**src/rtl/uart_time_msg_sender.sv**
```systemverilog
// Sequencer feeding txCore: snapshots BCD time on request and streams "HH:MM:SS<EOL>" byte by byte.
// Define TIME_MSG_DATE_EN to add date inputs and prefix the line with "YY-MM-DD ".
module uart_time_msg_sender #(
  parameter logic [7:0] SEP_CHAR = 8'h3A,
  parameter bit         EOL_CRLF = 1'b1
) (
  input  logic       clk,
  input  logic       rst,
  input  logic       send,
  input  logic [7:0] hour_bcd,
  input  logic [7:0] min_bcd,
  input  logic [7:0] sec_bcd,
`ifdef TIME_MSG_DATE_EN
  input  logic [7:0] year_bcd,
  input  logic [7:0] mon_bcd,
  input  logic [7:0] date_bcd,
`endif
  output logic       tx_en,
  output logic [7:0] tx_data,
  input  logic       tx_busy,
  input  logic       tx_done,
  output logic       msg_busy,
  output logic       msg_done,
  output logic [7:0] drop_cnt
);

  typedef enum logic [2:0] {IDLE, LOAD, ISSUE, WAIT, NEXT, FINISH} state_e;

`ifdef TIME_MSG_DATE_EN
  localparam logic [4:0] IDX_BASE = 5'd9;
`else
  localparam logic [4:0] IDX_BASE = 5'd0;
`endif
  localparam logic [4:0] LAST_IDX = IDX_BASE + (EOL_CRLF ? 5'd9 : 5'd8);

  state_e      state, nextState;
  logic        pending;
  logic [7:0]  dropCnt;
  logic [4:0]  charIdx;
  logic [7:0]  hourSnap, minSnap, secSnap;
  logic [7:0]  curChar;
`ifdef TIME_MSG_DATE_EN
  logic [7:0]  yearSnap, monSnap, dateSnap;
`endif

  function automatic logic [7:0] bcdDigit(input logic [3:0] nib);
    return (nib > 4'd9) ? 8'h3F : (8'h30 + {4'h0, nib});
  endfunction

  always_ff @(posedge clk) begin
    if (rst) begin
      state    <= IDLE;
      pending  <= 1'b0;
      dropCnt  <= '0;
      charIdx  <= '0;
      hourSnap <= '0;
      minSnap  <= '0;
      secSnap  <= '0;
`ifdef TIME_MSG_DATE_EN
      yearSnap <= '0;
      monSnap  <= '0;
      dateSnap <= '0;
`endif
    end else begin
      state <= nextState;
      // Entering LOAD consumes one request; a send arriving alongside re-queues it.
      if (nextState == LOAD) begin
        pending <= (state == FINISH) ? send : (pending & send);
      end else if (send && state != IDLE) begin
        if (!pending)
          pending <= 1'b1;
        else if (dropCnt != 8'hFF)
          dropCnt <= dropCnt + 8'd1;
      end
      if (state == LOAD) begin
        hourSnap <= hour_bcd;
        minSnap  <= min_bcd;
        secSnap  <= sec_bcd;
`ifdef TIME_MSG_DATE_EN
        yearSnap <= year_bcd;
        monSnap  <= mon_bcd;
        dateSnap <= date_bcd;
`endif
        charIdx  <= '0;
      end else if (state == NEXT && charIdx != LAST_IDX) begin
        charIdx <= charIdx + 5'd1;
      end
    end
  end

  always_comb begin
    nextState = state;
    case (state)
      IDLE:    if (send || pending) nextState = LOAD;
      LOAD:    nextState = ISSUE;
      ISSUE:   if (!tx_busy) nextState = WAIT;
      WAIT:    if (tx_done) nextState = NEXT;
      NEXT:    nextState = (charIdx == LAST_IDX) ? FINISH : ISSUE;
      FINISH:  nextState = pending ? LOAD : IDLE;
      default: nextState = IDLE;
    endcase
  end

  always_comb begin
    curChar = 8'h0A;
    case (charIdx)
`ifdef TIME_MSG_DATE_EN
      5'd0:            curChar = bcdDigit(yearSnap[7:4]);
      5'd1:            curChar = bcdDigit(yearSnap[3:0]);
      5'd2:            curChar = 8'h2D;
      5'd3:            curChar = bcdDigit(monSnap[7:4]);
      5'd4:            curChar = bcdDigit(monSnap[3:0]);
      5'd5:            curChar = 8'h2D;
      5'd6:            curChar = bcdDigit(dateSnap[7:4]);
      5'd7:            curChar = bcdDigit(dateSnap[3:0]);
      5'd8:            curChar = 8'h20;
`endif
      IDX_BASE:        curChar = bcdDigit(hourSnap[7:4]);
      IDX_BASE + 5'd1: curChar = bcdDigit(hourSnap[3:0]);
      IDX_BASE + 5'd2: curChar = SEP_CHAR;
      IDX_BASE + 5'd3: curChar = bcdDigit(minSnap[7:4]);
      IDX_BASE + 5'd4: curChar = bcdDigit(minSnap[3:0]);
      IDX_BASE + 5'd5: curChar = SEP_CHAR;
      IDX_BASE + 5'd6: curChar = bcdDigit(secSnap[7:4]);
      IDX_BASE + 5'd7: curChar = bcdDigit(secSnap[3:0]);
      IDX_BASE + 5'd8: curChar = EOL_CRLF ? 8'h0D : 8'h0A;
      default:         curChar = 8'h0A;
    endcase
  end

  always_comb begin
    tx_en    = (state == ISSUE) && !tx_busy;
    tx_data  = tx_en ? curChar : '0;
    msg_busy = (state == LOAD) || (state == ISSUE) || (state == WAIT) || (state == NEXT);
    msg_done = (state == FINISH);
    drop_cnt = dropCnt;
  end

endmodule

```
**config.mk**
```make
export PLATFORM = sky130hd
export DESIGN_NAME = uart_time_msg_sender
export DESIGN_NICKNAME = d
export VERILOG_FILES = /design/src/rtl/uart_time_msg_sender.sv
export SDC_FILE = /design/constraint.sdc
export NUM_CORES = 1
export LEC_CHECK = 0
export BUFFER_PORTS_ARGS = -buffer_cell sky130_fd_sc_hd__buf_2
export CAP_MARGIN = 0
export CELL_PAD_IN_SITES_DETAIL_PLACEMENT = 1
export CELL_PAD_IN_SITES_GLOBAL_PLACEMENT = 2
export CORE_MARGIN = 3
export CORE_UTILIZATION = 33
export CTS_CLUSTER_SIZE = 14
export DETAILED_ROUTE_END_ITERATION = 6
export HOLD_SLACK_MARGIN = 0.15
export PLACE_DENSITY = 0.83
export SLEW_MARGIN = 25
export SYNTH_ARGS = -nofsm -noshare
export SYNTH_HDL_FRONTEND = slang
export SYNTH_SLANG_ARGS = --single-unit
```
**constraint.sdc**
```tcl
create_clock -name clk -period 2.9 [get_ports clk]
set_input_delay 0.435 -clock clk [delete_from_list [all_inputs] [get_ports clk]]
set_output_delay 0.435 -clock clk [all_outputs]
set_load 0.01 [all_outputs]
```
==> impl_metrics.sql <==
INSERT INTO impl_metrics (metric_group, metric, value, unit) VALUES
('routing', 'wire_length_per_cell', '15.4', 'um'),
('synthesis', 'synth-async-reset-ratio', '0', ''),
('routing', 'drt-vias-per-instance', '5.49', ''),
('critical_path', 'crit_path_start_kind', 'flop', ''),
('routing', 'detail_route.wirelength', '6210', 'um'),
('placement', 'port-buffer-count', '45', ''),
('worst_hold_path', 'hold_path_end', 'secSnap[5]', ''),
('grt', 'antenna_found_initial', '0', ''),
('synthesis', 'synth_sequential_area_ratio', '0.362', ''),
('critical_path', 'critPathKind', 'reg2out', ''),
('synthesis', 'syn-instance-count', '292', ''),
('floorplanning', 'effective_utilization_at_floorplan', '0.349', ''),
('power', 'power_switching', '0.425', 'mW'),
('critical_path', 'critical_path.max_fanout', '4', ''),
('cts', 'cts_sinks', '41', ''),
('grt', 'grt_max_degree', '30', ''),
('power', 'power.static_leakage', '0.979', 'nW'),
('critical_path', 'r2r_cells', '4', ''),
('synthesis', 'synth-main-ff-cell', 'sky130_fd_sc_hd__dfxtp_1', ''),
('power', 'power_density', '545', 'nW/um2'),
('worst_hold_path', 'timing.hold.worst_path_depth', '3', ''),
('cts', 'clock_insertion_delay_worst_skew', '0.29', 'ns'),
('flow_run', 'max_cap_violations', '0', ''),
('timing', 'finalCritPeriodShare', '0.918', ''),
('timing', 'rsz0062_at_grt', 'no', ''),
('routing', 'via_count', '2214', ''),
('grt', 'grt_usage', '0.161', ''),
('power', 'comb_power_share', '0.191', ''),
('cts', 'hold_bufs_inserted_after_cts', '0', ''),
('cells_and_area', 'syn_to_final_growth', '15.4', '%'),
('cts', 'tritoncts', 'done', ''),
('timing', 'final_hold_viol_count', '0', ''),
('grt', 'global_route.overflow_total', '0', ''),
('worst_hold_path', 'holdCritPathClass', 'in2reg', ''),
('floorplanning', 'die_area', '7910', 'um2'),
('routing', 'remaining_drc_errors', '0', ''),
('critical_path', 'cell_repeated_most_along_the_worst_path', 'sky130_fd_sc_hd__a21oi_1', ''),
('floorplanning', 'design.core.area', '6490', 'um2'),
('synthesis', 'synth.cell_area', '2270', 'um2'),
('timing', 'timing_worst_slew_pin_value', '0.938', 'ns'),
('cells_and_area', 'mostFrequentLayoutCells', '58 x sky130_fd_sc_hd__nand2_1, 51 x sky130_fd_sc_hd__a21oi_1, 45 x sky130_fd_sc_hd__buf_2', ''),
('cells_and_area', 'antenna_cells_inserted', '0', ''),
('timing', 'setup_total_negative_slack', '0', 'ns'),
('cts', 'cts_made_buffers', '5', ''),
('cells_and_area', 'register_area', '821', 'um2'),
('cells_and_area', 'design.final.nets', '359', ''),
('cells_and_area', 'area_taken_by_multi_input_logic_gates', '1320', 'um2'),
('outcome', 'run_status', 'finished clean', ''),
('worst_hold_path', 'hold_path.startpoint', 'sec_bcd[5]', ''),
('cts', 'ctsLongestPathBuffers', '2', ''),
('grt', 'grt_pass1_wl', '10000', 'um'),
('synthesis', 'ys_warn_count', '0', ''),
('critical_path', 'critPathCaptureType', 'output port', ''),
('floorplanning', 'chipWidth', '88.9', 'um'),
('routing', 'drt.antenna.violating_nets', '0', ''),
('critical_path', 'cp_cell_sequence', 'inv_1, ha_1, or4_1, a21oi_1, a21oi_1, a31oi_1, buf_2', ''),
('cts', 'clk_root_buffer_cell', 'sky130_fd_sc_hd__clkbuf_8', ''),
('grt', 'grt_pass1_vias', '2146', ''),
('floorplanning', 'placementRows', '29', ''),
('routing', 'drt_iter0_markers', '91', ''),
('floorplanning', 'die_height', '88.9', 'um'),
('critical_path', 'r2r_setup_slack', '0.87', 'ns'),
('power', 'netSwitchingFraction', '0.298', ''),
('power', 'clkPwrFrac', '0.330', ''),
('synthesis', 'synth-seq-cells', '41', ''),
('critical_path', 'cpMaxStageDelayCell', 'sky130_fd_sc_hd__or4_1', ''),
('critical_path', 'worstPathRequired', '2.47', 'ns'),
('cts', 'htreeDepth', '2', ''),
('synthesis', 'post_synth.cell_area_avg', '7.77', 'um2'),
('cells_and_area', 'final_core_util', '0.403', ''),
('timing', 'clock.fmax', '0.376', 'GHz');
==> what timing repair did <==
action / CTS / global route
buffers inserted: 0 / 0
setup endpoints to repair: 0 / 2
gates resized for setup: 0 / 1
==> power groups by stage <==
stage	sequential, mW	combinational, mW	clock [mW]
2_1_floorplan	0.663	0.217	0
3_3_place_gp	0.693	0.270	0
3_5_place_dp	0.696	0.276	0
4_1_cts	0.683	0.278	0.490
5_1_grt	0.692	0.313	0.523
6_report	0.683	0.273	0.471
==> critical path: cells and delay by family (launching register included) <==
family,cells,cell delay (ns)
DFF,1,0.39
adders and majority gates,1,0.24
and+or+nand+nor,1,0.56
buffers and inverters,2,0.28
AOI/OAI and AO/OA,3,0.47
==> final cells by class <==
| cell class | count | area share |
|---|---|---|
| Timing Repair Buffer | 47 | 0.0917 |
| Tap cell | 77 | 0.0368 |
| Multi-Input combinational cell | 222 | 0.502 |
| Clock buffer | 7 | 0.0330 |
| Clock inverter | 1 | 0.0115 |
| Inverter | 8 | 0.0115 |
| Sequential cell | 41 | 0.313 |
==> layer usage <==
metal	vias to the layer above	GRT usage	share of wire
li1	1100	-	-
met1	1067	0.212	0.48
met2	39	0.269	0.47
met3	8	0.0396	0.044
met4	0	0.0338	0.011
met5	-	0	0
==> worst max-delay path by stage <==
stage                           from          to  slack [ns]  cells past startpoint
after global placement    charIdx[0]  tx_data[3]        0.63                      7
after floorplan           charIdx[0]  tx_data[3]        0.81                      6
after global routing      charIdx[0]  tx_data[3]        0.10                      7
after detailed placement  charIdx[0]  tx_data[3]        0.56                      7
after CTS                 charIdx[0]  tx_data[3]        0.22                      7
final                     charIdx[0]  tx_data[3]        0.24                      7
==> cells in the mapped netlist (3+ instances only) <==
library cell               number  area [um2]
sky130_fd_sc_hd__a21oi_1       51         255
sky130_fd_sc_hd__buf_2          9        45.0
sky130_fd_sc_hd__buf_4          3        22.5
sky130_fd_sc_hd__clkbuf_1       7        26.3
sky130_fd_sc_hd__dfxtp_1       41         821
sky130_fd_sc_hd__ha_1           5        62.6
sky130_fd_sc_hd__inv_1          8        30.0
sky130_fd_sc_hd__mux2_2         3        33.8
sky130_fd_sc_hd__nand2_1       58         218
sky130_fd_sc_hd__nand3_1        5        25.0
sky130_fd_sc_hd__nor2_1        17        63.8
sky130_fd_sc_hd__nor3_1         9        45.0
sky130_fd_sc_hd__o21a_1         5        37.5
sky130_fd_sc_hd__o21ai_0        6        30.0
sky130_fd_sc_hd__o22ai_1        5        31.3
sky130_fd_sc_hd__o31ai_1        3        22.5
sky130_fd_sc_hd__or3_1          4        25.0
sky130_fd_sc_hd__or4_1          5        37.5
sky130_fd_sc_hd__or4bb_1        3        33.8
sky130_fd_sc_hd__xor2_1         4        35.0
==> sequential cells by signal, summed over array words and instances (netlist names) <==
register	cells
drop_cnt	8
minSnap	8
hourSnap	8
charIdx	5
state	3
pending	1
secSnap	8
==> kinds of logic (layout without fill, tap and decap cells) <==
group	count (synthesis)	after routing	synth area share
compound gates	82	82	0.213
mux	5	5	0.0237
other cells	1	2	0.00165
xor+xnor	6	6	0.0232
fa+ha+maj	5	5	0.0276
simple gates	122	122	0.283
buf+inv	30	63	0.0662
flops	41	41	0.362
==> metrics by stage <==
step | setup WS (ns) | instances | instance area, um2 | power, mW | hold WS [ns]
floorplan | 0.810 | 293 | 2270 | 0.880 | 0.433
global placement | 0.626 | 395 | 2490 | 0.962 | 0.450
detailed placement | 0.560 | 395 | 2490 | 0.973 | 0.454
CTS | 0.221 | 403 | 2610 | 1.45 | 0.363
global route | 0.101 | 403 | 2620 | 1.53 | 0.365
finish | 0.238 | 403 | 2620 | 1.43 | 0.371
No activity file was read; power rests on OpenSTA's default activity.
